===== src/rtl/icache_refill_pkg.sv =====
// Shared types and constants for the instruction-cache line-refill engine.
// The constants describe the default geometry (512-bit line, 64-bit beats).
package icache_refill_pkg;

    typedef enum logic [1:0] {
        StIdle  = 2'd0,
        StMreq  = 2'd1,
        StBeats = 2'd2,
        StResp  = 2'd3
    } refill_state_t;

    localparam int unsigned DEFAULT_LINE_WIDTH = 512;
    localparam int unsigned DEFAULT_BEAT_WIDTH = 64;
    localparam int unsigned BEATS_PER_LINE     = DEFAULT_LINE_WIDTH / DEFAULT_BEAT_WIDTH;
    localparam int unsigned CNT_BITS           = $clog2(BEATS_PER_LINE);
    localparam int unsigned LINE_OFFSET_BITS   = $clog2(DEFAULT_LINE_WIDTH / 8);

    // Zero the byte-offset bits of an address so it points at the start of its line.
    function automatic logic [63:0] line_align(input logic [63:0] paddr,
                                               input int unsigned off_bits);
        logic [63:0] mask;
        mask = ~((64'd1 << off_bits) - 64'd1);
        return paddr & mask;
    endfunction

endpackage


===== src/rtl/icache_refill_assembler.sv =====
// Beat counter plus line register: drops each accepted memory beat into the line slot
// selected by the counter. The counter wraps after the last beat so the next refill
// starts from slot 0.
module icache_refill_assembler
    import icache_refill_pkg::*;
#(
    parameter int unsigned LINE_WIDTH = 512,
    parameter int unsigned BEAT_WIDTH = 64
) (
    input  logic                  clk_i,
    input  logic                  rstn_i,
    input  logic                  clr_i,
    input  logic                  beat_en_i,
    input  logic [BEAT_WIDTH-1:0] beat_data_i,
    output logic                  last_o,
    output logic [LINE_WIDTH-1:0] data_o
);

    localparam int unsigned Beats   = LINE_WIDTH / BEAT_WIDTH;
    localparam int unsigned CntBits = $clog2(Beats);

    logic [CntBits-1:0]    cnt_q, cnt_d;
    logic [LINE_WIDTH-1:0] data_q, data_d;

    // Next counter value and line contents for an accepted beat.
    always_comb begin
        cnt_d  = cnt_q;
        data_d = data_q;
        if (clr_i) begin
            cnt_d = '0;
        end else if (beat_en_i) begin
            cnt_d = cnt_q + 1'b1;
            for (int unsigned i = 0; i < Beats; i++) begin
                if (cnt_q == i[CntBits-1:0]) begin
                    data_d[i*BEAT_WIDTH +: BEAT_WIDTH] = beat_data_i;
                end
            end
        end
    end

    // Counter and line storage.
    always_ff @(posedge clk_i or negedge rstn_i) begin
        if (!rstn_i) begin
            cnt_q  <= '0;
            data_q <= '0;
        end else begin
            cnt_q  <= cnt_d;
            data_q <= data_d;
        end
    end

    assign last_o = (cnt_q == CntBits'(Beats - 1));
    assign data_o = data_q;

endmodule


===== src/rtl/icache_refill_unit.sv =====
// Instruction-cache line-refill engine: takes one line miss, issues a line-aligned memory
// read, assembles the returned beats and hands the line back with a one-cycle valid/ack.
// Coherence invalidations are registered onto the fill-response port.
// Optional feature macro ICACHE_REFILL_PMU_EN adds busy/abort performance-monitor outputs.
module icache_refill_unit
    import icache_refill_pkg::*;
#(
    parameter int unsigned LINE_WIDTH = 512,
    parameter int unsigned BEAT_WIDTH = 64,
    parameter int unsigned PADDR_SIZE = 40,
    parameter int unsigned WAY_BITS   = 2
) (
    input  logic                  clk_i,
    input  logic                  rstn_i,
    input  logic                  flush_i,
    input  logic                  req_valid_i,
    input  logic [WAY_BITS-1:0]   req_way_i,
    input  logic [PADDR_SIZE-1:0] req_paddr_i,
    output logic                  resp_valid_o,
    output logic                  resp_ack_o,
    output logic [WAY_BITS-1:0]   resp_way_o,
    output logic [LINE_WIDTH-1:0] resp_data_o,
    output logic                  resp_inv_valid_o,
    output logic [PADDR_SIZE-1:0] resp_inv_paddr_o,
    output logic                  mem_req_valid_o,
    input  logic                  mem_req_ready_i,
    output logic [PADDR_SIZE-1:0] mem_req_paddr_o,
    input  logic                  mem_beat_valid_i,
    input  logic [BEAT_WIDTH-1:0] mem_beat_data_i,
`ifdef ICACHE_REFILL_PMU_EN
    output logic                  refill_busy_pmu_o,
    output logic                  refill_abort_pmu_o,
`endif
    input  logic                  inv_valid_i,
    input  logic [PADDR_SIZE-1:0] inv_paddr_i
);

    localparam int unsigned LineOffBits = $clog2(LINE_WIDTH / 8);

    refill_state_t         state_q, state_d;
    logic                  abort_q, abort_d;
    logic [WAY_BITS-1:0]   way_q;
    logic [PADDR_SIZE-1:0] paddr_q;
    logic                  inv_valid_q;
    logic [PADDR_SIZE-1:0] inv_paddr_q;
    logic                  capture;
    logic                  cnt_clr;
    logic                  beat_en;
    logic                  beat_last;
`ifdef ICACHE_REFILL_PMU_EN
    logic                  abort_pulse_q, abort_pulse_d;
`endif

    // Byte-offset bits of the miss address are dropped by line alignment.
    logic unused_paddr_lsb;
    assign unused_paddr_lsb = ^req_paddr_i[LineOffBits-1:0];

    assign beat_en = (state_q == StBeats) && mem_beat_valid_i;

    // FSM state register.
    always_ff @(posedge clk_i or negedge rstn_i) begin
        if (!rstn_i) begin
            state_q <= StIdle;
        end else begin
            state_q <= state_d;
        end
    end

    // Next-state logic, request capture, counter clear and sticky abort tracking.
    always_comb begin
        state_d = state_q;
        abort_d = abort_q;
        capture = 1'b0;
        cnt_clr = 1'b0;
`ifdef ICACHE_REFILL_PMU_EN
        abort_pulse_d = 1'b0;
`endif
        unique case (state_q)
            StIdle: begin
                if (req_valid_i && !flush_i) begin
                    capture = 1'b1;
                    state_d = StMreq;
                end
            end
            StMreq: begin
                // Flush wins over a same-cycle ready.
                if (flush_i) begin
                    state_d = StIdle;
                end else if (mem_req_ready_i) begin
                    cnt_clr = 1'b1;
                    state_d = StBeats;
                end
            end
            StBeats: begin
                if (flush_i) begin
                    abort_d = 1'b1;
                end
                // The read is already in flight, so an aborted refill still drains all beats.
                if (mem_beat_valid_i && beat_last) begin
                    abort_d = 1'b0;
                    if (abort_q || flush_i) begin
                        state_d = StIdle;
`ifdef ICACHE_REFILL_PMU_EN
                        abort_pulse_d = 1'b1;
`endif
                    end else begin
                        state_d = StResp;
                    end
                end
            end
            StResp: begin
                state_d = StIdle;
            end
            default: begin
                state_d = StIdle;
            end
        endcase
    end

    // Captured request, abort flag and registered invalidation.
    always_ff @(posedge clk_i or negedge rstn_i) begin
        if (!rstn_i) begin
            abort_q     <= 1'b0;
            way_q       <= '0;
            paddr_q     <= '0;
            inv_valid_q <= 1'b0;
            inv_paddr_q <= '0;
        end else begin
            abort_q     <= abort_d;
            inv_valid_q <= inv_valid_i;
            inv_paddr_q <= inv_paddr_i;
            if (capture) begin
                way_q   <= req_way_i;
                paddr_q <= {req_paddr_i[PADDR_SIZE-1:LineOffBits], {LineOffBits{1'b0}}};
            end
        end
    end

    icache_refill_assembler #(
        .LINE_WIDTH (LINE_WIDTH),
        .BEAT_WIDTH (BEAT_WIDTH)
    ) u_assembler (
        .clk_i       (clk_i),
        .rstn_i      (rstn_i),
        .clr_i       (cnt_clr),
        .beat_en_i   (beat_en),
        .beat_data_i (mem_beat_data_i),
        .last_o      (beat_last),
        .data_o      (resp_data_o)
    );

    assign resp_valid_o     = (state_q == StResp);
    assign resp_ack_o       = (state_q == StResp);
    assign resp_way_o       = way_q;
    assign resp_inv_valid_o = inv_valid_q;
    assign resp_inv_paddr_o = inv_paddr_q;
    assign mem_req_valid_o  = (state_q == StMreq);
    assign mem_req_paddr_o  = paddr_q;

`ifdef ICACHE_REFILL_PMU_EN
    // One-cycle pulse as an aborted refill lands back in idle.
    always_ff @(posedge clk_i or negedge rstn_i) begin
        if (!rstn_i) begin
            abort_pulse_q <= 1'b0;
        end else begin
            abort_pulse_q <= abort_pulse_d;
        end
    end

    assign refill_busy_pmu_o  = (state_q != StIdle);
    assign refill_abort_pmu_o = abort_pulse_q;
`endif

endmodule

===== config.mk =====
export PLATFORM = sky130hd
export DESIGN_NAME = icache_refill_unit
export DESIGN_NICKNAME = d
export VERILOG_FILES = /design/src/rtl/icache_refill_pkg.sv /design/src/rtl/icache_refill_assembler.sv /design/src/rtl/icache_refill_unit.sv
export SDC_FILE = /design/constraint.sdc
export NUM_CORES = 1
export LEC_CHECK = 0
export ABC_AREA = 1
export CELL_PAD_IN_SITES_DETAIL_PLACEMENT = 1
export CELL_PAD_IN_SITES_GLOBAL_PLACEMENT = 2
export CORE_AREA = 8 8 287 289
export CTS_CLUSTER_DIAMETER = 200
export CTS_CLUSTER_SIZE = 12
export DETAILED_ROUTE_END_ITERATION = 10
export DIE_AREA = 0 0 295 297
export DONT_BUFFER_PORTS = 1
export PLACE_DENSITY_LB_ADDON = 0.1
export SYNTH_ARGS = -nofsm -noshare
export SYNTH_HDL_FRONTEND = slang
export SYNTH_SLANG_ARGS = --single-unit

===== constraint.sdc =====
create_clock -name clk_i -period 1.7 [get_ports clk_i]
set_clock_uncertainty 0.1 [all_clocks]
set_input_delay 0.425 -clock clk_i [delete_from_list [all_inputs] [get_ports clk_i]]
set_output_delay 0.425 -clock clk_i [all_outputs]
set_load 0.02 [all_outputs]

==> results of run 1 <==
-- cell usage after synthesis (all sizes together) --
cell	number	area share, %
o21ai	552	12
ha	6	0.33
conb	1	0.017
buf	54	1.6
nand2	954	16
dfrtp	595	66
inv	110	1.8
nand3	8	0.18
clkbuf	109	1.8
nor2	12	0.51
nand3b	1	0.033
-- per-layer routing --
layer / global-route usage, % / share of wire, %
met5: 0 / 0.026
met4: 8.52 / 4.0
met3: 9.38 / 9.6
met2: 38.0 / 48
met1: 26.0 / 38
-- logic make-up (layout without fill, tap and decap cells) --
logic type,after synthesis,count (layout),share of synthesized area (%)
AOI/OAI and AO/OA,552,552,12.2
adders and majority gates,6,6,0.331
buffers and inverters,273,446,5.19
DFF,595,595,65.7
other,1,10,0.0166
and+or+nand+nor,975,975,16.5
-- power by group --
group | switching (uW) | leakage, uW | internal (uW)
combinational | 4100 | 0.00615 | 2360
sequential | 7180 | 0.00791 | 17200
clock | 5270 | 0.000682 | 5670
-- cells in the final DEF (no fill, tap or decap), types with 4 or more instances in the layout --
cell type,count
bufbuf_16,7
nand2_2,6
nor2_8,4
dfrtp_1,550
ha_1,4
conb_1,6
diode_2,4
buf_12,43
nor2_1,5
nand2_4,5
o21ai_2,16
nand2_1,940
nand3_1,7
o21ai_1,101
buf_4,35
dfrtp_2,45
buf_6,16
inv_1,106
dlygate4sd3_1,145
buf_16,23
o21ai_0,435
clkbuf_16,62
-- flip-flops by register name (all words and copies together) (netlist names) --
name,cells
resp_inv_paddr_o,40
resp_way_o,2
state_q,2
mem_req_paddr_o,34
abort_q,1
u_assembler.data_o,512
resp_inv_valid_o,1
u_assembler.cnt_q,3
-- layout make-up --
| cell class | count | share of cell area (%) |
|---|---|---|
| flip-flops and latches | 595 | 52.1 |
| inverters | 110 | 1.45 |
| clock inverters | 2 | 0.0567 |
| clock buffers | 55 | 4.79 |
| well taps | 1050 | 4.58 |
| diodes | 4 | 0.0349 |
| multi-input cells | 1539 | 23.7 |
| repair buffers | 279 | 13.4 |
-- stage by stage --
step                      setup WS (ns)  cells  total power, uW  hold slack [ns]
final                            -0.922   3634            41800           -0.560
after global routing             -0.361   3633            43900           -0.615
after CTS                        -0.341   3607            42300           -0.608
after detailed placement        -0.0977   3363            30100           0.0565
after global placement          -0.0457   3363            29800           0.0603
after floorplan                  0.0443   2407            25900           0.0294
-- worst max-delay path by stage --
stage                     slack, ns  depth (start not counted)                              from                                   to
after detailed placement       -0.1                          7  u_assembler.cnt_q[0]$_DFFE_PN0P_  u_assembler.data_o[423]$_DFFE_PN0P_
after CTS                     -0.34                          5            state_q[0]$_DFFE_PN0P_                      mem_req_valid_o
final                         -0.92                          0                            rstn_i  u_assembler.data_o[372]$_DFFE_PN0P_
after floorplan                0.04                          7  u_assembler.cnt_q[0]$_DFFE_PN0P_  u_assembler.data_o[417]$_DFFE_PN0P_
after global routing          -0.36                          5            state_q[0]$_DFFE_PN0P_                      mem_req_valid_o
after global placement        -0.05                          7  u_assembler.cnt_q[0]$_DFFE_PN0P_  u_assembler.data_o[423]$_DFFE_PN0P_
-- timing repair --
action,CTS,global route
endpoints found under the hold margin,1186,595
cloned,24,8
gates resized for setup,121,116
endpoints found under the setup margin,346,548
setup buffers,18,15
pin swaps,3,4
==> metrics.cfg, run 1 <==
[outcome]
violations = negative hold slack, max-slew violations, negative setup slack
outcome = finished, violations left

[yosys]
yosys_register_bits = 595
yosysSeqAreaShare_pct = 65.7
ys_types = 18
synth_area_per_cell_um2 = 9.43
yosysWarnings = 0
synthCells = 2402
netlist_area_mm2 = 0.0227

[setup_path]
crit_path_end_kind = asynchronous set/reset pin
r2r_slack_ns = -0.21
critPathMaxFanout = 595
r2r_start = state_q[1]$_DFFE_PN0P_
r2r_end = u_assembler.data_o[43]$_DFFE_PN0P_
cp.arrival_ns = 2.17
path_class = in -> async
rr_worst_depth = 11
crit_required_ns = 1.25
start_kind = primary input

[global_route]
grt_antenna_before_repair = 10
grt_use_total_pct = 22.8
grt_max_degree = 596
grt_pass1_wl_mm = 146
grt_pass1_vias = 18820
overflow = 0

[clock_tree]
clk_pin_slew_ns = 0.06
cts-hold-fix-buffers = 145
cts_buffer_depth = 3
htree_num_levels = 2
cts_made_buffers = 55
cts_tree = done
cts-root-buf = clkbuf_16
cts.sink_count = 595
clkLatencyLatePin_ns = 0.59

[power_and_ir_drop]
ir_worst_vdd_mv = 0.881
power.density_mw_per_mm2 = 1450
power.leakage_uw = 0.0147

[die]
placement_rows = 103
die_area_mm2 = 0.0876
die_height_um = 297
die_width_um = 295
start_util_pct = 29.1
io_pins = 751
coreArea_mm2 = 0.0780

[sta]
post-route-period-util_pct = 154
layout_setup_ws_ns = -0.922
maxSlewViolCount = 442
post-route-min-period_ns = 2.62
setup_tns_ns = -201.63
tightest_slew_ns = 3.58
maxSlewHeadroom_pct = -138
rsz0062_at_grt = true
holdWs_ns = -0.560
hold_violations = 284
finalSetupViolCount = 783
max_clock_freq_mhz = 381

[worst_hold_path]
hp-class = in -> async

[place]
gp_congestion = 0.790
place_hpwl_mm = 64.9
dpl-instance-area_mm2 = 0.0243
port_buffers = 0

[cells_and_area]
design_area_mm2 = 0.0287
syn_to_final_growth_pct = 26.7
final_nets = 2739
fin_util_pct = 36.8
multi_input_area_mm2 = 0.00679
area.sequential_mm2 = 0.0149
drive_gt1_share_pct = 10.9
nFillCells = 8719

[flow_run]
cap_violations = 0

[routing]
via_per_inst = 4.89
drt-total-wl_mm = 105
drtIter0Drc = 881
drt-pass1-iter-count = 4
vias = 17781
postRouteAntennaNets = 0
wl_per_cell_um = 28.8
remaining_drc_errors = 0

(Power assumes the default switching activity.)
==> run 2, diff against run 1 <==
--- a/config.mk
+++ b/config.mk
@@ -6,6 +6,7 @@
 export NUM_CORES = 1
 export LEC_CHECK = 0
 export ABC_AREA = 1
+export CAP_MARGIN = 20
 export CELL_PAD_IN_SITES_DETAIL_PLACEMENT = 1
 export CELL_PAD_IN_SITES_GLOBAL_PLACEMENT = 2
 export CORE_AREA = 8 8 287 289
==> results of run 2 <==
The final DEF is identical to that of run 1; final timing and power are the same.
